`config.mk`:
```
export PLATFORM = sky130hd
export DESIGN_NAME = psum_ofifo
export DESIGN_NICKNAME = d
export VERILOG_FILES = /design/src/rtl/psum_ofifo.sv
export SDC_FILE = /design/constraint.sdc
export NUM_CORES = 1
export LEC_CHECK = 0
export CORE_MARGIN = 2
export CORE_UTILIZATION = 50
export DETAILED_ROUTE_END_ITERATION = 10
export DONT_BUFFER_PORTS = 1
export HOLD_SLACK_MARGIN = 0.02
export RECOVER_POWER = 100
export SYNTH_ARGS = -nofsm -noshare
export SYNTH_HDL_FRONTEND = slang
export SYNTH_SLANG_ARGS = --single-unit
```
`constraint.sdc`:
```
create_clock -name clk -period 5.1 [get_ports clk]
set_input_delay 0.51 -clock clk [delete_from_list [all_inputs] [get_ports clk]]
set_output_delay 0.51 -clock clk [all_outputs]
set_load 0.01 [all_outputs]
```
`src/rtl/psum_ofifo.sv`:
```
// ---------------------------------------------------------------------------
// psum_ofifo
//
// Collects the partial sums that leave the south edge of the systolic MAC
// array. There is one FIFO lane per array column. Each lane is written on its
// own valid strobe, which absorbs the diagonal skew between columns. The
// downstream reader pops one aligned row of `col` psums at a time, and only
// once every lane holds data.
//
// Ports
//   clk        : clock; all state changes on posedge
//   reset      : synchronous, active-high; clears pointers and o_overflow
//   in         : south psums; column c is in[psum_bw*(c+1)-1 : psum_bw*c]
//   wr         : per-column write strobe (the array's valid bus)
//   rd         : pop request for one full row
//   out        : head entry of every lane, packed the same way as `in`
//   o_valid    : every lane is non-empty
//   o_full     : at least one lane is full
//   o_ready    : ~o_full
//   o_overflow : sticky; set when a write was dropped on a full lane
//
// Handshake: a row transfers on any posedge where rd && o_valid. Writes are
// per lane. A write to lane c is taken when that lane is not full, or when a
// row pop happens on the same edge. If wr[c] arrives while lane c is full and
// no pop happens on that edge, the word is dropped and o_overflow is set.
// o_ready is only advisory for the array side.
// ---------------------------------------------------------------------------
module psum_ofifo #(
    parameter int psum_bw = 16,
    parameter int col     = 4,
    parameter int depth   = 8
) (
    input  logic                   clk,
    input  logic                   reset,
    input  logic [psum_bw*col-1:0] in,
    input  logic [col-1:0]         wr,
    input  logic                   rd,
    output logic [psum_bw*col-1:0] out,
    output logic                   o_valid,
    output logic                   o_full,
    output logic                   o_ready,
    output logic                   o_overflow
);

    localparam int aw = $clog2(depth);
    localparam logic [aw:0] ptr_one = {{aw{1'b0}}, 1'b1};

    // The pointers carry one extra wrap bit. This lets full and empty be told
    // apart when the low address bits are equal.
    logic [aw:0]         wr_ptr [col];
    logic [aw:0]         rd_ptr [col];
    logic [psum_bw-1:0]  mem    [col][depth];

    logic [col-1:0] lane_empty;
    logic [col-1:0] lane_full;
    logic [col-1:0] wr_en;
    logic [col-1:0] wr_drop;
    logic           pop;

    always_comb begin
        lane_empty = '0;
        lane_full  = '0;
        out        = '0;
        for (int c = 0; c < col; c++) begin
            lane_empty[c] = (wr_ptr[c] == rd_ptr[c]);
            lane_full[c]  = (wr_ptr[c][aw-1:0] == rd_ptr[c][aw-1:0]) &&
                            (wr_ptr[c][aw] != rd_ptr[c][aw]);
            // First-word-fall-through: the head entry is always presented.
            out[c*psum_bw +: psum_bw] = mem[c][rd_ptr[c][aw-1:0]];
        end
    end

    assign o_valid = ~|lane_empty;
    assign o_full  = |lane_full;
    assign o_ready = ~o_full;
    assign pop     = rd & o_valid;

    // A full lane can still take a write when a row pop happens on the same
    // edge. The pop frees the old head, so the occupancy stays the same.
    assign wr_en   = wr & (~lane_full | {col{pop}});
    assign wr_drop = wr & lane_full & ~{col{pop}};

    always_ff @(posedge clk) begin
        if (reset) begin
            for (int c = 0; c < col; c++) begin
                wr_ptr[c] <= '0;
                rd_ptr[c] <= '0;
            end
            o_overflow <= 1'b0;
        end else begin
            for (int c = 0; c < col; c++) begin
                if (wr_en[c]) wr_ptr[c] <= wr_ptr[c] + ptr_one;
                if (pop)      rd_ptr[c] <= rd_ptr[c] + ptr_one;
            end
            if (|wr_drop) o_overflow <= 1'b1;
        end
    end

    // Storage is not reset. Entries are only observed after they are written.
    always_ff @(posedge clk) begin
        for (int c = 0; c < col; c++) begin
            if (wr_en[c]) mem[c][wr_ptr[c][aw-1:0]] <= in[c*psum_bw +: psum_bw];
        end
    end

endmodule

```
==> results.py, run 1 <==
metrics = {
    "setup_path": {
        "path_delay_family": "buffers and inverters",
        "crit_path_top_delay_cell": "sky130_fd_sc_hd__clkbuf_2",
        "rr_worst_depth": 6,
        "worst-path-buf-inv": 1,
        "crit_path_cell_trace": "clkbuf_2, mux4_2, mux2_1",
        "path_max_fanout": 35,
        "worstSetupPathDepth": 3,
        "arrival_ns": 3.10,
        "crit_type": "register to output port",
        "crit_path_max_incr_delay_ns": 1.05,
        "worstSetupStartpointType": "register",
        "cp-end-kind": "output port",
        "worst-endpoint-required_ns": 4.59,
    },
    "pwr": {
        "power.net_switching_w": 0.003546,
        "ir_worst_vdd_v": 0.0002985,
        "power.sequential.fraction_pct": 44.0,
        "clock_power_share_pct": 30.5,
        "power.share.combinational_pct": 25.5,
        "power.internal_w": 0.008979,
        "switching_share_pct": 28.31,
        "power_leakage_nw": 7.624,
        "power_w": 0.01253,
        "pwr_density_cell_nw_per_um2": 514.3,
    },
    "global_route": {
        "global_route.overflow_total": 0,
        "number_of_antenna_violations_at_the_first_check_in_global_routing": 0,
        "grt_start_max_net_pins": 36,
        "number_of_global_route_vias_before_repair": 10060,
        "global_route_wire_length_before_repair_um": 60540,
        "grt.total_usage_pct": 18.32,
    },
    "timing": {
        "fin_skew_ns": 0.01670,
        "setup_slack_ns": 1.488,
        "rsz0062_at_grt": "false",
        "setup_violations": 0,
        "timing_worst_slew_pin_value_ns": 1.601,
        "fin_tns_setup_ns": 0,
        "maxSlewViolCount": 34,
        "final-hold-violation-count": 0,
        "finalCritPeriodShare_pct": 70.82,
        "max-slew-margin-rel_pct": -7.121,
        "finalCriticalPeriod_ns": 3.612,
        "fmaxAchievable_mhz": 276.9,
    },
    "detailed_routing": {
        "via_per_inst": 5.745,
        "firstDrtPassIters": 4,
        "first_iter_violations": 531,
        "route.detailed.wl_per_inst_um": 23.94,
        "num_vias": 9503,
        "drc_errors": 0,
        "totalWireLength_um": 39600,
        "drtAntennaViolNets": 0,
    },
    "floorplan": {
        "dieWidth_um": 210.8,
        "placeable_area_um2": 42040,
        "starting_density_of_the_core_pct": 50.88,
        "io-pin-count": 139,
        "num_rows": 75,
        "die_area_um2": 44450,
        "die_y_um": 210.8,
    },
    "clocking": {
        "clk_pin_slew_ns": 0.06,
        "cts_buffer_depth": 3,
        "ctsResizeCount": 0,
        "cts-root-buf": "sky130_fd_sc_hd__clkbuf_16",
        "cts_tree": "yes",
        "cts_setup_buffers": 0,
        "clock_buffer_count_from_cts": 55,
        "clk-insertion-delay-late_ns": 0.59,
        "h-tree-depth": 2,
        "clock_sinks": 545,
    },
    "layout": {
        "most_common_cell_after_layout_fill_and_taps_aside": "sky130_fd_sc_hd__edfxtp_1",
        "mostFrequentLayoutCells": "544 x sky130_fd_sc_hd__edfxtp_1, 128 x sky130_fd_sc_hd__mux4_2, 65 x sky130_fd_sc_hd__dlygate4sd3_1, 60 x sky130_fd_sc_hd__mux2_1, 57 x sky130_fd_sc_hd__clkbuf_16",
        "synthToLayoutAreaGrowth_pct": 13.86,
        "final_cells": 1654,
        "final_nets": 1150,
        "final_core_util_pct": 57.93,
        "drive_above_1_share_pct": 21.27,
    },
    "placed_design": {
        "dpl_worst_slack_ns": 1.812,
        "dp_cells": 1488,
        "dpl.hpwl_um": 21950,
        "io_buffer_count": 0,
        "gp_routability_congestion": 0.7141,
    },
    "hold_path": {
        "hold_class": "input port to register",
        "hold_depth": 1,
    },
    "status": {
        "violations": "max-capacitance violations, max-slew violations",
        "status": "finished, violations left",
    },
    "synth": {
        "synth.yosys.warnings": 0,
        "ys_async_sr_fraction_pct": 0,
        "synth_top_area_share_pct": 76.37,
        "synth_top_flop_cell": "sky130_fd_sc_hd__edfxtp_1",
        "ys_ff_latch": 545,
        "post_syn_area_per_cell_um2": 22.33,
        "syn_area_um2": 21390,
        "synthTopCellsByArea": "sky130_fd_sc_hd__edfxtp_1 76%, sky130_fd_sc_hd__mux4_2 13%, sky130_fd_sc_hd__mux2_2 3.4%",
        "synth_cell_types": 40,
        "number_of_enable_flip_flop_cells_after_synthesis": 544,
        "postSynthNetCount": 1037,
        "synth_seq_area_share_pct": 76.47,
        "yosysTopAreaCell": "sky130_fd_sc_hd__edfxtp_1",
        "synthesis.instances": 958,
    },
    "job": {
        "max-cap-violations": 2,
    },
}
==> area by class of cell <==
cell class	instances	area [um^2]
Inverter	8	30.03
Fill cell	3114	17690
Clock buffer	66	1460
Clock inverter	34	257.7
Multi-Input combinational cell	352	4723
Tap cell	539	674.4
Antenna cell	1	2.502
Timing Repair Buffer	109	850.8
Sequential cell	545	16360
==> repair_timing <==
| item | 4_1_cts | 5_1_grt |
|---|---|---|
| hold buffers | 65 | 0 |
| setup endpoints to repair | 0 | 0 |
| endpoints found under the hold margin | 513 | 0 |
==> stage by stage <==
stage,instance area [um^2],hold slack (ns)
after global placement,22220,0.5599
after detailed placement,22220,0.5643
after CTS,24590,0.07570
final,24350,0.1245
after floorplan,21390,0.4696
after global routing,24350,0.09025
==> flip-flops by register name (all words and copies together), names as in the netlist <==
register and count:
wr_ptr 16, mem 512, rd_ptr 16, o_overflow 1
==> cells by family (layout without fill, tap and decap cells) <==
group                      count (synthesis)  in the layout  synth area share [%]
DFF                                      545            545                 76.47
muxes                                    192            192                 16.85
and+or+nand+nor                          109            109                 2.907
buffers and inverters                     61            217                 1.497
xor gates and xnor gates                  33             33                 1.421
AOI/OAI and AO/OA                         10             10                0.3920
adders and majority gates                  8              8                0.4680
other                                      0              1                     0
==> synth_stat cells, types with 2 or more instances <==
master	instances
sky130_fd_sc_hd__nor2_1	24
sky130_fd_sc_hd__nand2_1	8
sky130_fd_sc_hd__nor3b_1	3
sky130_fd_sc_hd__nor2_2	8
sky130_fd_sc_hd__nor3_1	21
sky130_fd_sc_hd__mux4_2	128
sky130_fd_sc_hd__clkbuf_1	15
sky130_fd_sc_hd__xnor2_1	12
sky130_fd_sc_hd__nand3b_1	3
sky130_fd_sc_hd__edfxtp_1	544
sky130_fd_sc_hd__xor2_2	2
sky130_fd_sc_hd__nor4b_2	3
sky130_fd_sc_hd__mux2_2	64
sky130_fd_sc_hd__buf_4	10
sky130_fd_sc_hd__xor2_1	19
sky130_fd_sc_hd__o31ai_1	3
sky130_fd_sc_hd__buf_2	22
sky130_fd_sc_hd__nand3_1	11
sky130_fd_sc_hd__a22o_1	2
sky130_fd_sc_hd__nor2_4	2
sky130_fd_sc_hd__buf_6	2
sky130_fd_sc_hd__nand2b_1	9
sky130_fd_sc_hd__buf_1	3
sky130_fd_sc_hd__ha_1	8
sky130_fd_sc_hd__nor4b_1	3
sky130_fd_sc_hd__nor4_1	8
sky130_fd_sc_hd__inv_1	8
==> worst reg2reg max path: cells and delay by family, from the launching register on <==
kind / cells / cell delay [ns]
and+or+nand+nor: 3 / 1.18
AOI/OAI and AO/OA: 1 / 0.60
DFF: 1 / 0.53
buffers and inverters: 1 / 0.48
xor gates and xnor gates: 1 / 0.26
==> worst paths after layout <==
path	endpoint	startpoint	slack, ns
setup reg to reg	mem[2][54]$_DFFE_PP_	wr_ptr[3][0]$_SDFFCE_PN0P_	1.70
hold reg to reg	o_overflow$_SDFFE_PP0P_	o_overflow$_SDFFE_PP0P_	0.55
setup / recovery	out[35]	rd_ptr[2][0]$_SDFFCE_PN0P_	1.49
hold / removal	wr_ptr[3][0]$_SDFFCE_PN0P_	reset	0.12
==> power by group through the flow <==
stage | Sequential [W] | Clock (W) | Combinational, W
after global placement | 0.00560 | 0 | 0.00333
after detailed placement | 0.00561 | 0 | 0.00333
after floorplan | 0.00553 | 0 | 0.00267
after global routing | 0.00555 | 0.00410 | 0.00347
after CTS | 0.00552 | 0.00392 | 0.00344
final | 0.00552 | 0.00382 | 0.00319
==> per-layer routing <==
layer | wire length, um | vias up | GRT usage (%)
met5 | 0 | - | 0
met4 | 839 | 0 | 5.877
met3 | 2077 | 53 | 4.193
met2 | 19530 | 175 | 30.06
met1 | 17150 | 5051 | 24.63
li1 | - | 4224 | -
No activity file was read; power rests on OpenSTA's default activity.
==> inputs of run 2 (changes only) <==
- PLACE_DENSITY: not set -> 0.68
- clock period: 5.1 -> 3.3 ns (I/O delays scaled with it)
==> run 2 against run 1 <==
The flow now finishes without violations. Clock skew decreased by 0.0016 ns. Combinational power increased by 55%. Critical path depth unchanged.
==> results.py, run 2 (same netlist as run 1, synthesis figures left out) <==
metrics = {
    "status": {
        "status": "finished clean",
    },
    "pwr": {
        "pwr_density_cell_nw_per_um2": 785.3,
        "power_w": 0.01919,
        "power_leakage_nw": 7.728,
        "ir_worst_vdd_v": 0.0005213,
    },
    "global_route": {
        "global_route.overflow_total": 0,
        "globalRouteMet2Util_pct": 30.31,
        "grt.total_usage_pct": 18.33,
        "number_of_global_route_vias_before_repair": 10180,
        "global_route_wire_length_before_repair_um": 60590,
        "grt_start_max_net_pins": 36,
        "grt.met1_usage_pct": 24.75,
        "grt_use_met3_pct": 3.910,
        "number_of_antenna_violations_at_the_first_check_in_global_routing": 2,
        "grt-busiest-layer": "met2",
    },
    "hold_path": {
        "hold_depth": 2,
        "hold_class": "input port to register",
    },
    "clocking": {
        "cts-root-buf": "sky130_fd_sc_hd__clkbuf_16",
        "clock_sinks": 545,
        "holdBufCountCts": 66,
        "cts_tree": "yes",
        "h-tree-depth": 2,
        "clock_buffer_count_from_cts": 54,
        "clk_pin_slew_ns": 0.06,
        "cts_buffer_depth": 3,
        "cts_setup_buffers": 0,
        "ctsResizeCount": 0,
        "clk-insertion-delay-late_ns": 0.59,
    },
    "floorplan": {
        "io-pin-count": 139,
        "placeable_area_um2": 42040,
        "starting_density_of_the_core_pct": 50.88,
        "die_area_um2": 44450,
        "die_y_um": 210.8,
        "dieWidth_um": 210.8,
        "num_rows": 75,
    },
    "placed_design": {
        "dpl_cell_area_um2": 22360,
        "gp_routability_congestion": 0.7181,
        "io_buffer_count": 0,
        "dpl.hpwl_um": 23240,
    },
    "timing": {
        "fin_skew_ns": 0.01513,
        "setup_violations": 0,
        "timing_worst_slew_pin_value_ns": 1.054,
        "max-slew-margin-rel_pct": 29.18,
        "fin_tns_setup_ns": 0,
        "hold_slack_ns": 0.08031,
        "rsz0062_at_grt": "false",
        "finalCritPeriodShare_pct": 90.25,
        "finalCriticalPeriod_ns": 2.978,
        "fmaxAchievable_mhz": 335.8,
        "maxSlewViolCount": 0,
        "final-hold-violation-count": 0,
    },
    "layout": {
        "drive_above_1_share_pct": 23.56,
        "most_common_cell_after_layout_fill_and_taps_aside": "sky130_fd_sc_hd__edfxtp_1",
        "final_core_util_pct": 58.12,
        "mostFrequentLayoutCells": "544 x sky130_fd_sc_hd__edfxtp_1, 128 x sky130_fd_sc_hd__mux4_2, 66 x sky130_fd_sc_hd__dlygate4sd3_1, 58 x sky130_fd_sc_hd__mux2_1, 57 x sky130_fd_sc_hd__clkbuf_16",
        "largest_register_ff_count": 512,
        "synthToLayoutAreaGrowth_pct": 14.23,
        "nFillCells": 3063,
        "final_design_area_no_fill_um2": 24430,
        "final_nets": 1166,
    },
    "setup_path": {
        "worst-endpoint-required_ns": 2.97,
        "arrival_ns": 2.65,
        "worstSetupStartpointType": "register",
        "path_max_fanout": 35,
        "cp-end-kind": "output port",
        "crit_type": "register to output port",
        "rr_worst_depth": 7,
    },
    "detailed_routing": {
        "via_per_inst": 5.677,
        "route.detailed.wl_per_inst_um": 23.67,
        "drtAntennaViolNets": 0,
        "first_iter_violations": 680,
        "drc_errors": 0,
        "num_vias": 9481,
        "firstDrtPassIters": 4,
        "totalWireLength_um": 39520,
    },
    "job": {
        "max-cap-violations": 0,
    },
}
## run 2: report_power, final
group	internal, W	leakage (nW)	switching (W)
Sequential	0.00828	5.00	0.000238
Combinational	0.00216	1.91	0.00279
Clock	0.00329	0.814	0.00243
## run 2: area by class of cell
cell class | count | area [um^2] | share of cell area [%]
Inverter | 8 | 30.03 | 0.1229
Tap cell | 539 | 674.4 | 2.760
Antenna cell | 2 | 5.005 | 0.02048
Sequential cell | 545 | 16360 | 66.94
Clock inverter | 31 | 202.7 | 0.8296
Timing Repair Buffer | 126 | 987.2 | 4.040
Multi-Input combinational cell | 352 | 4715 | 19.30
Clock buffer | 67 | 1464 | 5.991
## run 2: routing by layer
metal,part of all wire (%),wire length (um),up-vias
met2,50,19710,215
met3,5.4,2131,50
met5,0,0,-
li1,-,-,4246
met4,2.0,782,0
met1,43,16900,4970
## run 2: path summary, 6_finish.rpt
kind,start,to,slack (ns)
max,rd_ptr[2][0]$_SDFFCE_PN0P_,out[43],0.32
min,reset,wr_ptr[3][1]$_SDFFCE_PN0P_,0.08
max reg2reg,wr_ptr[1][0]$_SDFFCE_PN0P_,mem[0][85]$_DFFE_PP_,0.39
min reg2reg,o_overflow$_SDFFE_PP0P_,o_overflow$_SDFFE_PP0P_,0.49
## run 2: critical path: stages, from the launching register on
cell	delay, ns
sky130_fd_sc_hd__edfxtp_1	0.41
sky130_fd_sc_hd__clkbuf_4	0.64
sky130_fd_sc_hd__mux4_2	0.60
sky130_fd_sc_hd__mux2_1	0.38
## run 2: through the flow
stage               setup slack (ns)  std cells
global placement              0.7259       1504
finish                        0.3218       1670
CTS                           0.3209       1668
floorplan                    -0.2566        958
detailed placement            0.6914       1504
global route                  0.1403       1670
